==> src/rtl/uart_secded_pkg.sv <==
// Shared types and code-layout constants for the UART SEC-DED link.
// Hamming(12,8) plus an overall parity bit in c[0]; 13-bit codeword.
package uart_secded_pkg;

  localparam int CODE_SIZE = 13;

  // Hamming positions carrying data bits d0..d7, and the check-bit positions.
  localparam int DPOS [0:7] = '{3, 5, 6, 7, 9, 10, 11, 12};
  localparam int PPOS [0:3] = '{1, 2, 4, 8};

  typedef enum logic [2:0] {
    IDLE   = 3'd0,
    START  = 3'd1,
    DATA   = 3'd2,
    STOP   = 3'd3,
    DECODE = 3'd4
  } rx_state_t;

  function automatic logic majority3(input logic a, input logic b, input logic c);
    return (a & b) | (a & c) | (b & c);
  endfunction

endpackage

==> src/rtl/uart_rx_secded_if.sv <==
// Bundle between the UART RX engine and its consumer: serial line in, decoded byte out.
// data_valid is a one-cycle strobe with no ready/backpressure; real_output is held
// between strobes, and error_corrected/double_error are meaningful only while data_valid is 1.
interface uart_rx_secded_if #(
  parameter int DATA_SIZE = 8
);

  logic                          baud_en;
  logic                          rx;
  logic [DATA_SIZE-1:0]          real_output;
  logic                          data_valid;
  logic                          error_corrected;
  logic                          double_error;
  logic [2:0]                    RX_status_register;
  uart_secded_pkg::rx_state_t    dbg_state;

  modport slave (
    input  baud_en, rx,
    output real_output, data_valid, error_corrected, double_error,
           RX_status_register, dbg_state
  );

  modport master (
    output baud_en, rx,
    input  real_output, data_valid, error_corrected, double_error,
           RX_status_register, dbg_state
  );

endinterface

==> src/rtl/uart_rx_secded_decode.sv <==
// Combinational SEC-DED decoder for a 13-bit Hamming(12,8)+overall-parity codeword.
// Shared with the transmit side's encoder self-check.
module secded_decode_13_8
  import uart_secded_pkg::*;
(
  input  logic [CODE_SIZE-1:0] i_code,
  output logic [7:0]           o_data,
  output logic                 o_corrected,
  output logic                 o_double_err
);

  logic [3:0]           w_syn;
  logic                 w_par;
  logic [CODE_SIZE-1:0] w_fixed;

  always_comb begin
    w_syn = '0;
    // Syndrome bit k covers every position whose index has check-bit PPOS[k] set.
    for (int k = 0; k < 4; k++) begin
      for (int i = 1; i < CODE_SIZE; i++) begin
        if ((i & PPOS[k]) != 0) begin
          w_syn[k] = w_syn[k] ^ i_code[i];
        end
      end
    end

    w_par = ^i_code;

    // Only a parity-odd word is correctable; a syndrome above 12 matches nothing.
    for (int i = 0; i < CODE_SIZE; i++) begin
      w_fixed[i] = i_code[i] ^ (w_par && (w_syn == 4'(i)));
    end

    o_corrected  = w_par && (w_syn <= 4'd12);
    o_double_err = (w_par && (w_syn > 4'd12)) || (!w_par && (w_syn != 4'd0));

    for (int j = 0; j < 8; j++) begin
      o_data[j] = w_fixed[DPOS[j]];
    end
  end

endmodule

==> src/rtl/uart_rx_secded.sv <==
// UART receive engine: oversamples rx on baud_en, deserialises a SEC-DED codeword, decodes it.
// Optional macro UART_RX_MAJORITY_EN: 2-of-3 majority vote around each bit sample point.
module uart_rx_secded
  import uart_secded_pkg::*;
#(
  parameter int DATA_SIZE = 8,
  parameter int SAMPLE    = 32
) (
  input  logic            clk,
  input  logic            reset_n,
  uart_rx_secded_if.slave bus
);

  localparam int TW = $clog2(SAMPLE);
  localparam logic [TW-1:0] T_LAST = TW'(SAMPLE - 1);
`ifdef UART_RX_MAJORITY_EN
  // Voting needs the sample after mid, so every decision lands one tick later.
  localparam logic [TW-1:0] T_START = TW'(SAMPLE / 2);
`else
  localparam logic [TW-1:0] T_START = TW'(SAMPLE / 2 - 1);
`endif

  rx_state_t            r_state, w_state_nx;
  logic [TW-1:0]        r_tcnt, w_tcnt_nx;
  logic [3:0]           r_bcnt, w_bcnt_nx;
  logic [CODE_SIZE-1:0] r_code;
  logic [DATA_SIZE-1:0] r_real_output;
  logic                 r_data_valid;
  logic                 r_err_corr;
  logic                 r_dbl_err;
  logic                 r_frame_err;
  logic                 r_last_err;

  logic                 w_bit;
  logic                 w_shift;
  logic                 w_good_stop;
  logic                 w_bad_stop;
  logic [7:0]           w_dec_data;
  logic                 w_dec_corr;
  logic                 w_dec_dbl;

`ifdef UART_RX_MAJORITY_EN
  logic [1:0] r_hist;

  always_ff @(posedge clk) begin
    if (!reset_n) begin
      r_hist <= 2'b11;
    end else if (bus.baud_en) begin
      r_hist <= {r_hist[0], bus.rx};
    end
  end

  assign w_bit = majority3(bus.rx, r_hist[0], r_hist[1]);
`else
  assign w_bit = bus.rx;
`endif

  always_comb begin
    w_state_nx  = r_state;
    w_tcnt_nx   = r_tcnt;
    w_bcnt_nx   = r_bcnt;
    w_shift     = 1'b0;
    w_good_stop = 1'b0;
    w_bad_stop  = 1'b0;

    case (r_state)
      IDLE: begin
        if (bus.baud_en && !bus.rx) begin
          w_state_nx = START;
          w_tcnt_nx  = '0;
        end
      end

      START: begin
        if (bus.baud_en) begin
          if (r_tcnt == T_START) begin
            w_tcnt_nx = '0;
            w_bcnt_nx = '0;
            w_state_nx = w_bit ? IDLE : DATA;
          end else begin
            w_tcnt_nx = r_tcnt + TW'(1);
          end
        end
      end

      DATA: begin
        if (bus.baud_en) begin
          if (r_tcnt == T_LAST) begin
            w_shift   = 1'b1;
            w_tcnt_nx = '0;
            if (r_bcnt == 4'd12) begin
              w_state_nx = STOP;
            end else begin
              w_bcnt_nx = r_bcnt + 4'd1;
            end
          end else begin
            w_tcnt_nx = r_tcnt + TW'(1);
          end
        end
      end

      STOP: begin
        if (bus.baud_en) begin
          if (r_tcnt == T_LAST) begin
            w_tcnt_nx = '0;
            if (w_bit) begin
              w_good_stop = 1'b1;
              w_state_nx  = DECODE;
            end else begin
              w_bad_stop = 1'b1;
              w_state_nx = IDLE;
            end
          end else begin
            w_tcnt_nx = r_tcnt + TW'(1);
          end
        end
      end

      DECODE: begin
        w_state_nx = IDLE;
      end

      default: begin
        w_state_nx = IDLE;
      end
    endcase
  end

  secded_decode_13_8 u_decode (
    .i_code       (r_code),
    .o_data       (w_dec_data),
    .o_corrected  (w_dec_corr),
    .o_double_err (w_dec_dbl)
  );

  // Results are registered on the stop-sample edge, so the strobe coincides with DECODE.
  always_ff @(posedge clk) begin
    if (!reset_n) begin
      r_state       <= IDLE;
      r_tcnt        <= '0;
      r_bcnt        <= '0;
      r_code        <= '0;
      r_real_output <= '0;
      r_data_valid  <= 1'b0;
      r_err_corr    <= 1'b0;
      r_dbl_err     <= 1'b0;
      r_frame_err   <= 1'b0;
      r_last_err    <= 1'b0;
    end else begin
      r_state      <= w_state_nx;
      r_tcnt       <= w_tcnt_nx;
      r_bcnt       <= w_bcnt_nx;
      r_data_valid <= w_good_stop;
      r_err_corr   <= w_good_stop & w_dec_corr;
      r_dbl_err    <= w_good_stop & w_dec_dbl;
      if (w_shift) begin
        r_code <= {w_bit, r_code[CODE_SIZE-1:1]};
      end
      if (w_good_stop) begin
        r_real_output <= DATA_SIZE'(w_dec_data);
        r_last_err    <= w_dec_corr | w_dec_dbl;
        r_frame_err   <= 1'b0;
      end else if (w_bad_stop) begin
        r_frame_err <= 1'b1;
      end
    end
  end

  assign bus.real_output        = r_real_output;
  assign bus.data_valid         = r_data_valid;
  assign bus.error_corrected    = r_err_corr;
  assign bus.double_error       = r_dbl_err;
  assign bus.RX_status_register = {r_frame_err, r_last_err, r_state != IDLE};
  assign bus.dbg_state          = r_state;

endmodule

==> src/flat_wrapper.sv <==
// flat-port wrapper written by rule: the top's interface ports become plain ports
module uart_rx_secded_flat import uart_secded_pkg::*;
#(
  parameter int DATA_SIZE = 8,
  parameter int SAMPLE    = 32
)
  (clk, reset_n, bus_baud_en, bus_rx, bus_real_output, bus_data_valid, bus_error_corrected, bus_double_error, bus_RX_status_register, bus_dbg_state);
  uart_rx_secded_if #(.DATA_SIZE(DATA_SIZE)) bus_i ();
  input  logic clk;
  input  logic reset_n;
  input wire logic [$bits(bus_i.baud_en)-1:0] bus_baud_en;
  input wire logic [$bits(bus_i.rx)-1:0] bus_rx;
  output wire logic [$bits(bus_i.real_output)-1:0] bus_real_output;
  output wire logic [$bits(bus_i.data_valid)-1:0] bus_data_valid;
  output wire logic [$bits(bus_i.error_corrected)-1:0] bus_error_corrected;
  output wire logic [$bits(bus_i.double_error)-1:0] bus_double_error;
  output wire logic [$bits(bus_i.RX_status_register)-1:0] bus_RX_status_register;
  output wire logic [$bits(bus_i.dbg_state)-1:0] bus_dbg_state;
  assign bus_i.baud_en = bus_baud_en;
  assign bus_i.rx = bus_rx;
  assign bus_real_output = bus_i.real_output;
  assign bus_data_valid = bus_i.data_valid;
  assign bus_error_corrected = bus_i.error_corrected;
  assign bus_double_error = bus_i.double_error;
  assign bus_RX_status_register = bus_i.RX_status_register;
  assign bus_dbg_state = bus_i.dbg_state;
  uart_rx_secded #(.DATA_SIZE(DATA_SIZE), .SAMPLE(SAMPLE)) u_core (.clk(clk), .reset_n(reset_n), .bus(bus_i));
endmodule
==> config.mk <==
export PLATFORM = sky130hd
export DESIGN_NAME = uart_rx_secded_flat
export DESIGN_NICKNAME = d
export VERILOG_FILES = /design/src/rtl/uart_secded_pkg.sv /design/src/rtl/uart_rx_secded_if.sv /design/src/rtl/uart_rx_secded_decode.sv /design/src/rtl/uart_rx_secded.sv /design/src/flat_wrapper.sv
export SDC_FILE = /design/constraint.sdc
export NUM_CORES = 1
export LEC_CHECK = 0
export CAP_MARGIN = 20
export CORE_ASPECT_RATIO = 1.25
export CORE_UTILIZATION = 50
export DETAILED_ROUTE_END_ITERATION = 10
export PLACE_DENSITY = 0.72
export SYNTH_ARGS = -nofsm -noshare
export SYNTH_HDL_FRONTEND = slang
export SYNTH_SLANG_ARGS = --single-unit
==> constraint.sdc <==
create_clock -name clk -period 5.1 [get_ports clk]
set_clock_uncertainty 0.05 [all_clocks]
set_input_delay 1.53 -clock clk [delete_from_list [all_inputs] [get_ports clk]]
set_output_delay 1.53 -clock clk [all_outputs]
set_load 0.005 [all_outputs]
==> results of run 1 <==
## layout make-up
type,count,share of cell area (%)
Timing Repair Buffer,22,8.23
Inverter,11,1.58
Clock buffer,7,3.30
Clock inverter,1,0.191
Sequential cell,38,29.1
Tap cell,58,2.78
Multi-Input combinational cell,190,54.8
## registers in the layout, indices dropped and copies added, names as in the netlist
signal                      cells
u_core.r_code                  13
u_core.bus.real_output          8
u_core.r_tcnt                   5
u_core.r_bcnt                   4
u_core.bus.dbg_state            3
u_core.bus.data_valid           1
u_core.bus.double_error         1
u_core.bus.error_corrected      1
u_core.r_frame_err              1
u_core.r_last_err               1
## cells by family after synthesis
| logic type | Yosys count | synth area share (%) |
|---|---|---|
| mux | 17 | 7.32 |
| xor+xnor | 23 | 11.8 |
| flops | 38 | 32.5 |
| buf+inv | 31 | 6.31 |
| fa+ha+maj | 6 | 3.21 |
| compound gates | 53 | 16.8 |
| simple gates | 91 | 22.1 |
## per-stage QoR
step           setup WS, ns  util [%]  hold slack, ns  instances  instance area, µm²
4_1_cts                1.94      58.6           0.435        327                2610
5_1_grt                1.81      58.6           0.458        327                2610
3_3_place_gp           1.69      56.6           0.420        319                2520
2_1_floorplan          2.33         -           0.408        259                2340
6_report               1.94      58.6           0.436        327                2610
3_5_place_dp           1.67      56.6           0.418        319                2520
## metal layers
metal / wire [µm] / track usage, %
met1: 2230 / 24.6
met2: 1950 / 29.5
met3: 107 / 4.36
met4: 85 / 8.86
met5: 0 / 0
## placed cells by master, fill, tap and decap left out, types with 4 or more instances in the layout
cell type / netlist / final
sky130_fd_sc_hd__a21boi_1: 7 / 7
sky130_fd_sc_hd__a32oi_1: 4 / 4
sky130_fd_sc_hd__clkbuf_8: 0 / 6
sky130_fd_sc_hd__clkdlybuf4s50_1: 0 / 20
sky130_fd_sc_hd__dfxtp_1: 38 / 38
sky130_fd_sc_hd__ha_1: 6 / 6
sky130_fd_sc_hd__inv_1: 10 / 10
sky130_fd_sc_hd__mux2i_1: 16 / 16
sky130_fd_sc_hd__nand2_1: 16 / 16
sky130_fd_sc_hd__nand3_1: 9 / 9
sky130_fd_sc_hd__nor2_1: 7 / 7
sky130_fd_sc_hd__nor2b_1: 23 / 23
sky130_fd_sc_hd__nor3_1: 7 / 7
sky130_fd_sc_hd__o211ai_1: 13 / 13
sky130_fd_sc_hd__o21ai_0: 4 / 4
sky130_fd_sc_hd__o21ai_1: 4 / 4
sky130_fd_sc_hd__or3_1: 5 / 5
sky130_fd_sc_hd__xnor2_1: 12 / 12
sky130_fd_sc_hd__xor2_1: 4 / 4
## worst reg2reg max path, stage by stage (launching register included)
cell	delay, ns
sky130_fd_sc_hd__dfxtp_1	0.37
sky130_fd_sc_hd__ha_1	0.20
sky130_fd_sc_hd__and3_1	0.21
sky130_fd_sc_hd__ha_1	0.26
sky130_fd_sc_hd__mux2_2	0.19
sky130_fd_sc_hd__a211oi_1	0.08
sky130_fd_sc_hd__or3_1	0.46
sky130_fd_sc_hd__or4_1	0.49
sky130_fd_sc_hd__a21boi_1	0.14
## worst paths after layout
kind	startpoint	endpoint	slack, ns
max	bus_baud_en	u_core.bus.real_output[2]$_SDFFE_PN0P_	1.94
min	u_core.bus.real_output[7]$_SDFFE_PN0P_	u_core.bus.real_output[7]$_SDFFE_PN0P_	0.44
min reg2reg	u_core.bus.real_output[7]$_SDFFE_PN0P_	u_core.bus.real_output[7]$_SDFFE_PN0P_	0.44
max reg2reg	u_core.r_tcnt[0]$_SDFFE_PN0P_	u_core.r_bcnt[3]$_SDFFE_PN0P_	2.58
## power groups by stage
stage / sequential, mW / combinational [mW] / clock, mW
floorplan: 0.320 / 0.130 / 0
global placement: 0.335 / 0.148 / 0
detailed placement: 0.336 / 0.151 / 0
CTS: 0.328 / 0.152 / 0.219
global route: 0.332 / 0.169 / 0.233
finish: 0.328 / 0.150 / 0.213
==> key figures, run 1 <==
Timing
  – Final number of hold-violating endpoints: 0
  – Measured slew at the worst slew-check pin: 0.944 ns
  – Share of the cycle needed by the critical path after routing: 61.9%
  – Max-slew headroom at the worst pin: 36.8%
  – Count of final setup violators: 0
  – Setup repair after global routing missed its margin: false
  – Clock period minus final worst setup slack: 3.16 ns
  – Highest Clock Rate: approximately 0.32 GHz
  – Final sum of negative setup slack: 0 ns
  – Final slew viol count: 0

Cells and area
  – Area of the multi-input gates: approximately 1400 µm²
  – Area used by sequential logic in the layout: around 760 µm²
  – Antenna diode count: 0
  – Filler instances: 424
  – Net count reported at finish: 278
  – Signed area change from the synthesized netlist to the final layout: 11.7%
  – Layout cell share with drive strength beyond 1: roughly 6.3%

Synth
  – Number of unique standard cell types used by synthesis: 55
  – Post-synth top cells: sky130_fd_sc_hd__dfxtp_1 (38), sky130_fd_sc_hd__nor2b_1 (23), sky130_fd_sc_hd__mux2i_1 (16), sky130_fd_sc_hd__nand2_1 (16), sky130_fd_sc_hd__o211ai_1 (13)
  – Cells after synthesis: 259
  – Most area-consuming cells after synthesis: sky130_fd_sc_hd__dfxtp_1 (32%), sky130_fd_sc_hd__mux2i_1 (6.8%), sky130_fd_sc_hd__nor2b_1 (6.1%)
  – Portion of the post-synthesis area used by sequential elements: 32.5%
  – Yosys top cell by area: sky130_fd_sc_hd__dfxtp_1
  – Primary FF master, synth: sky130_fd_sc_hd__dfxtp_1
  – Flop and latch count out of synthesis: 38
  – Number of flops mapped to enable cells by yosys: 0
  – Post-synthesis instance area: approximately 2300 µm²
  – Most frequent cell after synthesis: sky130_fd_sc_hd__dfxtp_1
  – Async set-or-reset flop fraction in the synthesized netlist: 0%
  – Warning count from the yosys run: 0
  – Net count after synthesis: 269
  – Post-synthesis average cell area: 9.04 µm²
  – Post-synth top area share: 32.5%

Flow run
  – Max-cap violations: 0

Clock network
  – Hold buffers post-CTS: 0
  – Total clock buffers created by CTS: 5
  – Post-CTS setup buffer count: 0
  – Root cell of the clock tree: sky130_fd_sc_hd__clkbuf_8
  – Clock Tree Buf Depth: 2
  – H-tree levels: 2
  – Clock latency at the later pin of the worst-skew pair: 0.29 ns
  – Worst-path clk slew: 0.07 ns
  – CTS tree: built
  – Total of cells resized after clock tree synthesis: 0
  – Clock Sinks: 38

Worst setup path
  – Ordered cell list for the critical path: clkdlybuf4s50_1, and3_1, nand3_1, inv_2, and4b_1, o211ai_1, o211ai_1
  – Reg2reg path depth: 8
  – Worst Setup Path Type: primary input to register
  – Longest individual stage delay on the worst path: roughly 0.57 ns
  – Crit path max-delay cell type: sky130_fd_sc_hd__clkdlybuf4s50_1
  – CP Capture Type: register
  – CP top delay family: buffers and inverters
  – Critical path buffers and inverters: 2
  – Endpoint arrival time on the critical path: 3.33 ns
  – Most used cell along the critical path: sky130_fd_sc_hd__o211ai_1
  – Number of stages on the worst setup path: 7
  – Req. time, crit path: 5.27 ns
  – Critical Path Fanout Max: 15
  – Worst Setup Start Kind: primary input

Route
  – Via density per instance: about 5.5
  – Residual antenna-violating net count after detailed routing: 0
  – Total number of vias: 1794
  – Residual DRC: 0
  – Wire length per cell: 13.4 µm
  – 1st-pass router iterations: 5
  – Sum of routed wire length over all layers: 4370 µm
  – DR iter-0 viols: 98

Power
  – Leakage power figure: around 0.9 nW
  – Share of total power consumed by net switching: 29.0%
  – Power per standard cell area: between 200 and 300 nW/µm²
  – Part of the total power dissipated in the clock network: a little under a third
  – Sw Pwr: 0.200 mW
  – Peak supply drop: 0.280 mV
  – Portion of total power attributed to sequential cells: a little under half
  – Overall power of the completed layout: roughly 0.69 mW
  – Internal power consumption: between 0.4 and 0.5 mW
  – Share of power burned in combinational logic: a little over a fifth

Global routing
  – Total congestion overflow after global routing: 0
  – Overall routing resource usage: between 10% and 20%
  – Via count of the first global-routing pass: 1552
  – Pin count of the biggest net entering global routing: 30
  – Global-route wire length before repair: 7330 µm
  – Initial antenna violation count: 0

Die
  – Std cell rows: 27
  – Boundary Pins: 21
  – Chip width: approximately 63 µm
  – Starting density of the core: 52.5%
  – Core Footprint: 4460 µm²
  – Total die area: 4960 µm²
  – Vert. Die Dim: 78.5 µm

Placement
  – Detail Placement HPWL: 3120 µm
  – Routability congestion estimate: 0.809
  – Count of buffers inserted at the top-level ports: 20

Min path
  – Hold/Removal Path Class: register to register
  – Cells on Worst Hold Path: 1

Run status
  – Outcome: completed
Power figures use the tool's default switching activity.
==> run 2: changes to the inputs <==
Settings changed: PLACE_DENSITY 0.72 to 0.75.
Clock period 5.1 ns to 2.5 ns, I/O delays scaled along.
==> run 2 against run 1 <==
Worst setup slack got worse by 1.8 ns; routed wire length increased by 2.3%; register-to-register slack worse by 2.4 ns; design area is 4.5% higher; largest cell class unchanged.
==> key figures, run 2 (synthesized netlist as in run 1, its figures left out) <==
Run status
  – Outcome: completed

Route
  – 1st-pass router iterations: 4
  – Total number of vias: 1854
  – Wire length per cell: around 13 µm
  – DR iter-0 viols: 137
  – Top sig layer: met4
  – Total length of routed met2 wires: 2120 µm
  – Routed met3 length: 134 µm
  – Met1 routed wirelength after detailed routing: 2110 µm
  – Residual DRC: 0
  – Residual antenna-violating net count after detailed routing: 0
  – Via density per instance: 5.47
  – Sum of routed wire length over all layers: about 4500 µm

Clock network
  – Root cell of the clock tree: sky130_fd_sc_hd__clkbuf_8
  – Clock Tree Buf Depth: 2
  – Clock latency at the later pin of the worst-skew pair: 0.29 ns
  – CTS tree: built
  – Worst-path clk slew: 0.08 ns
  – Clock Sinks: 38
  – Total clock buffers created by CTS: 5
  – H-tree levels: 2
  – Hold buffers post-CTS: 0

Min path
  – Start point of the worst min-delay path: u_core.bus.real_output[7]$_SDFFE_PN0P_
  – Hold/Removal Path Class: register to register
  – Cells on Worst Hold Path: 1
  – Worst hold endpoint: u_core.bus.real_output[7]$_SDFFE_PN0P_

Power
  – Overall power of the completed layout: 1.46 mW
  – Power per standard cell area: 534 nW/µm²
  – Leakage power figure: 0.963 nW
  – Peak supply drop: 0.395 mV

Worst setup path
  – Longest individual stage delay on the worst path: roughly 0.45 ns
  – Req. time, crit path: 1.70 ns
  – Worst Setup Start Kind: register
  – Ordered cell list for the critical path: or3_1, clkdlybuf4s50_1
  – Worst-case register-to-register setup slack: approximately 0.16 ns
  – R2R Path End: u_core.r_bcnt[3]$_SDFFE_PN0P_
  – CP top delay family: flip-flops
  – Critical path buffers and inverters: 1
  – Worst Setup Path Type: register to output port
  – Endpoint arrival time on the critical path: 1.58 ns
  – Reg2reg path depth: 8
  – CP Capture Type: output port
  – Critical Path Fanout Max: 13
  – Number of stages on the worst setup path: 2
  – R2R Path Start: u_core.r_tcnt[1]$_SDFFE_PN0P_
  – Crit path max-delay cell type: sky130_fd_sc_hd__dfxtp_1

Placement
  – Count of buffers inserted at the top-level ports: 20
  – Detail Placement HPWL: 3350 µm
  – Placement-stage cell area: 2630 µm²
  – Routability congestion estimate: 0.905

Global routing
  – Via count of the first global-routing pass: 1730
  – Total congestion overflow after global routing: 0
  – Pin count of the biggest net entering global routing: 18
  – Initial antenna violation count: 0
  – Overall routing resource usage: 19.7%
  – Global-route wire length before repair: 7700 µm

Cells and area
  – Flip-flop count of the largest register, all copies and words added: 13
  – Layout cell share with drive strength beyond 1: 11.7%
  – Largest register by flop count: u_core.r_code
  – Area used by sequential logic in the layout: 762 µm²
  – Cell area after layout: 2730 µm²
  – Most frequent standard cell in the layout excluding fill and tap cells: sky130_fd_sc_hd__dfxtp_1
  – Most frequent cells in the layout: sky130_fd_sc_hd__dfxtp_1 (37), sky130_fd_sc_hd__nor2b_1 (22), sky130_fd_sc_hd__clkdlybuf4s50_1 (20)
  – Net count reported at finish: 290
  – Signed area change from the synthesized netlist to the final layout: 16.6%
  – Area of the multi-input gates: 1450 µm²
  – Filler instances: approximately 400
  – Antenna diode count: 0

Die
  – Chip width: 63.2 µm
  – Std cell rows: 27
  – Total die area: 4960 µm²
  – Boundary Pins: 21
  – Vert. Die Dim: just under 80 µm
  – Starting density of the core: between 50% and 60%
  – Core Footprint: 4460 µm²

Timing
  – Final sum of negative setup slack: 0 ns
  – Final slew viol count: 0
  – Setup repair after global routing missed its margin: false
  – Share of the cycle needed by the critical path after routing: 95.4%
  – Highest Clock Rate: 0.419 GHz
  – Minimum hold slack: 0.435 ns
  – Count of final setup violators: 0
  – Max-slew headroom at the worst pin: between 50% and 60%
  – Measured slew at the worst slew-check pin: 0.600 ns
  – Final number of hold-violating endpoints: 0
  – Clock period minus final worst setup slack: 2.38 ns

Flow run
  – Max-cap violations: 0
-- run 2: changes by cell type in the layout (fill, tap and decap cells not counted) --
cell,change
sky130_fd_sc_hd__dfxtp_2,+1
sky130_fd_sc_hd__nor2b_2,+1
sky130_fd_sc_hd__and3_1,-1
sky130_fd_sc_hd__and3_4,+1
sky130_fd_sc_hd__buf_12,+1
sky130_fd_sc_hd__dfxtp_1,-1
sky130_fd_sc_hd__nor2b_1,-1
sky130_fd_sc_hd__buf_4,+11
sky130_fd_sc_hd__or3_4,+1
sky130_fd_sc_hd__or3_1,-1
-- run 2: layout make-up --
cell class                 instances  share of cell area [%]
timing repair buffer              34                    11.6
clock buffer                       7                    3.16
tap                               58                    2.66
inverter                          11                    1.51
clock inverter                     1                   0.183
multi-input combinational        190                    52.9
sequential                        38                    27.9
-- run 2: metrics by stage --
step / setup slack (ns) / std cells / utilization [%]
final: 0.116 / 339 / 61.2
after global routing: 0.0342 / 339 / 61.2
after CTS: 0.0710 / 339 / 60.9
after detailed placement: -0.0937 / 331 / 58.9
after global placement: -0.0388 / 331 / 58.9
after floorplan: 0.182 / 259 / -
-- run 2: timing repair --
action | in CTS | in global routing
setup buffers | 0 | 0
hold endpoints to repair | 0 | 0
endpoints found under the setup margin | 0 | 3
gates resized for setup | 0 | 4
-- run 2: worst max path at each step --
stage | start | end
floorplan | u_core.r_tcnt[0]$_SDFFE_PN0P_ | u_core.r_bcnt[3]$_SDFFE_PN0P_
global placement | bus_baud_en | u_core.bus.real_output[6]$_SDFFE_PN0P_
detailed placement | bus_baud_en | u_core.bus.real_output[6]$_SDFFE_PN0P_
CTS | u_core.r_tcnt[0]$_SDFFE_PN0P_ | u_core.r_bcnt[3]$_SDFFE_PN0P_
global route | u_core.r_tcnt[1]$_SDFFE_PN0P_ | u_core.r_bcnt[3]$_SDFFE_PN0P_
finish | u_core.bus.dbg_state[0]$_SDFFE_PN0P_ | bus_RX_status_register[0]
-- run 2: where the power goes --
part           switching (mW)  total (mW)  internal, mW
clock                   0.215       0.438         0.222
sequential             0.0459       0.670         0.624
combinational           0.158       0.350         0.191
total                   0.419        1.46          1.04
-- run 2: routing by layer --
metal | up-vias | GRT usage [%]
li1 | 957 | -
met1 | 853 | 22.7
met2 | 34 | 33.7
met3 | 10 | 4.07
met4 | 0 | 10.9
met5 | - | 0
==> run 3: changes to the inputs <==
Settings changed: CAP_MARGIN 20 to unset, CORE_ASPECT_RATIO 1.25 to 0.9, RECOVER_POWER set to 25.
==> run 3 against run 2 <==
Sequential power about the same; hold slack improved by 0.00059 ns; global-route usage increased by 0.77 points; flip-flop and latch count unchanged; combinational power about the same; register-to-register slack got worse by 0.02 ns; routed wire length increased by 1.3%; die area about the same; critical endpoint unchanged; design area decreased by 1.0%; power decreased by 1.2%; clock-buffer cell count decreased by 1; utilization decreased by 0.63 points.
==> key figures, run 3 (synthesized netlist as in run 1, its figures left out) <==
Worst setup path
  – Worst-case register-to-register setup slack: 0.14 ns
  – Req. time, crit path: 1.70 ns
  – Endpoint arrival time on the critical path: 1.56 ns
  – CP Capture Type: output port
  – Crit path max-delay cell type: sky130_fd_sc_hd__clkdlybuf4s50_1
  – Ordered cell list for the critical path: or3_1, clkdlybuf4s50_1
  – Critical Path Fanout Max: 13
  – Worst Setup Path Type: register to output port
  – Worst Setup Start Kind: register
  – Longest individual stage delay on the worst path: 0.45 ns

Run status
  – Outcome: completed

Die
  – Core Footprint: 4460 µm²
  – Chip width: 74.1 µm
  – Boundary Pins: 21
  – Total die area: 4960 µm²
  – Std cell rows: 23
  – Starting density of the core: 52.5%
  – Vert. Die Dim: 66.9 µm

Timing
  – Count of final setup violators: 0
  – Max-slew headroom at the worst pin: 63.4%
  – Final setup slack of the worst path: 0.138 ns
  – Clock period minus final worst setup slack: 2.36 ns
  – Highest Clock Rate: around 0.42 GHz
  – Share of the cycle needed by the critical path after routing: 94.5%
  – Minimum hold slack: 0.436 ns
  – Final slew viol count: 0
  – Setup repair after global routing missed its margin: false
  – Measured slew at the worst slew-check pin: 0.545 ns
  – Final number of hold-violating endpoints: 0

Cells and area
  – Most frequent standard cell in the layout excluding fill and tap cells: sky130_fd_sc_hd__dfxtp_1
  – Signed area change from the synthesized netlist to the final layout: 15.4%
  – Post-Layout Cell Count: 339
  – Net count reported at finish: 288
  – Layout cell share with drive strength beyond 1: 10.1%
  – Largest register by flop count: u_core.r_code
  – Most frequent cells in the layout: sky130_fd_sc_hd__dfxtp_1 (37), sky130_fd_sc_hd__nor2b_1 (22), sky130_fd_sc_hd__nand2_1 (16), sky130_fd_sc_hd__mux2i_1 (16), sky130_fd_sc_hd__o211ai_1 (13)
  – Antenna diode count: 0
  – Flip-flop count of the largest register, all copies and words added: 13

Power
  – Part of the total power dissipated in the clock network: 29.0%
  – Leakage power figure: 0.984 nW
  – Peak supply drop: between 0.4 and 0.5 mV
  – Internal power consumption: 1.03 mW
  – Share of total power consumed by net switching: 28.8%
  – Overall power of the completed layout: 1.44 mW
  – Portion of total power attributed to sequential cells: 46.6%
  – Power per standard cell area: 533 nW/µm²
  – Sw Pwr: ~0.42 mW
  – Share of power burned in combinational logic: 24.4%

Global routing
  – Initial antenna violation count: 0
  – Total congestion overflow after global routing: 0
  – Overall routing resource usage: around a fifth
  – Via count of the first global-routing pass: 1694
  – Pin count of the biggest net entering global routing: 22
  – Global-route wire length before repair: 7690 µm

Clock network
  – H-tree levels: 2
  – Root cell of the clock tree: sky130_fd_sc_hd__clkbuf_8
  – Total clock buffers created by CTS: 5
  – Clock latency at the later pin of the worst-skew pair: between 0.2 and 0.3 ns
  – Hold buffers post-CTS: 0
  – Worst-path clk slew: 0.07 ns
  – Clock Tree Buf Depth: 2
  – CTS tree: built
  – Clock Sinks: 38

Placement
  – Routability congestion estimate: 0.853
  – Count of buffers inserted at the top-level ports: 20
  – Detail Placement HPWL: 3330 µm
  – Placed instance count: 333
  – Pre-CTS setup slack: -0.0430 ns

Flow run
  – Max-cap violations: 0

Route
  – Sum of routed wire length over all layers: between 4000 and 5000 µm
  – Wire length per cell: 13.4 µm
  – Via density per instance: about 5.6
  – Residual antenna-violating net count after detailed routing: 0
  – 1st-pass router iterations: 4
  – DR iter-0 viols: 127
  – Residual DRC: 0
  – Total number of vias: 1886

Min path
  – Hold/Removal Path Class: register to register
[run 3: layer usage]
layer  share of wire (%)  wire length, µm  up-vias  GRT usage (%)
met5                   0                0        -              0
met4                 1.1               48        0           6.25
met3                 4.1              186        6           4.84
met2                  46             2080       35           31.8
met1                  49             2210      889           27.8
li1                    -                -      956              -
[run 3: timing repair]
| item | in CTS | in global routing |
|---|---|---|
| gates resized for setup | 0 | 3 |
| endpoints found under the setup margin | 0 | 6 |
| buffers inserted | 0 | 0 |
[run 3: metrics by stage]
| step | TNS, ns | util [%] | instance area, µm² |
|---|---|---|---|
| after floorplan | 0 | - | 2340 |
| after global placement | -0.0189 | 58.6 | 2620 |
| after detailed placement | -0.0430 | 58.6 | 2620 |
| after CTS | 0 | 60.5 | 2700 |
| after global routing | 0 | 60.6 | 2700 |
| final | 0 | 60.6 | 2700 |
[run 3: cell type report]
| type | count | area [µm²] |
|---|---|---|
| Timing Repair Buffer | 32 | 299 |
| Fill cell | 399 | 1760 |
| Tap cell | 62 | 77.6 |
| Multi-Input combinational cell | 190 | 1440 |
| Inverter | 11 | 41.3 |
| Sequential cell | 38 | 762 |
| Clock buffer | 6 | 82.6 |
[run 3: critical path, delay by kind of cell, from the launching register on]
family	cells	cell delay, ns
buffers and inverters	1	0.45
flip-flops	1	0.44
AND/OR/NAND/NOR	1	0.38
[run 3: power groups by stage]
stage | sequential [mW] | clock (mW) | combinational, mW
2_1_floorplan | 0.653 | 0 | 0.266
3_3_place_gp | 0.684 | 0 | 0.333
3_5_place_dp | 0.685 | 0 | 0.340
4_1_cts | 0.669 | 0.430 | 0.343
5_1_grt | 0.677 | 0.456 | 0.389
6_report | 0.671 | 0.418 | 0.352
[run 3: path summary, 6_finish.rpt]
check / start / end / cells after the start
max: u_core.bus.dbg_state[0]$_SDFFE_PN0P_ / bus_RX_status_register[0] / 2
min reg2reg: u_core.bus.real_output[0]$_SDFFE_PN0P_ / u_core.bus.real_output[0]$_SDFFE_PN0P_ / 2
max reg2reg: u_core.r_tcnt[0]$_SDFFE_PN0P_ / u_core.bus.real_output[5]$_SDFFE_PN0P_ / 10
min: u_core.bus.real_output[0]$_SDFFE_PN0P_ / u_core.bus.real_output[0]$_SDFFE_PN0P_ / 2
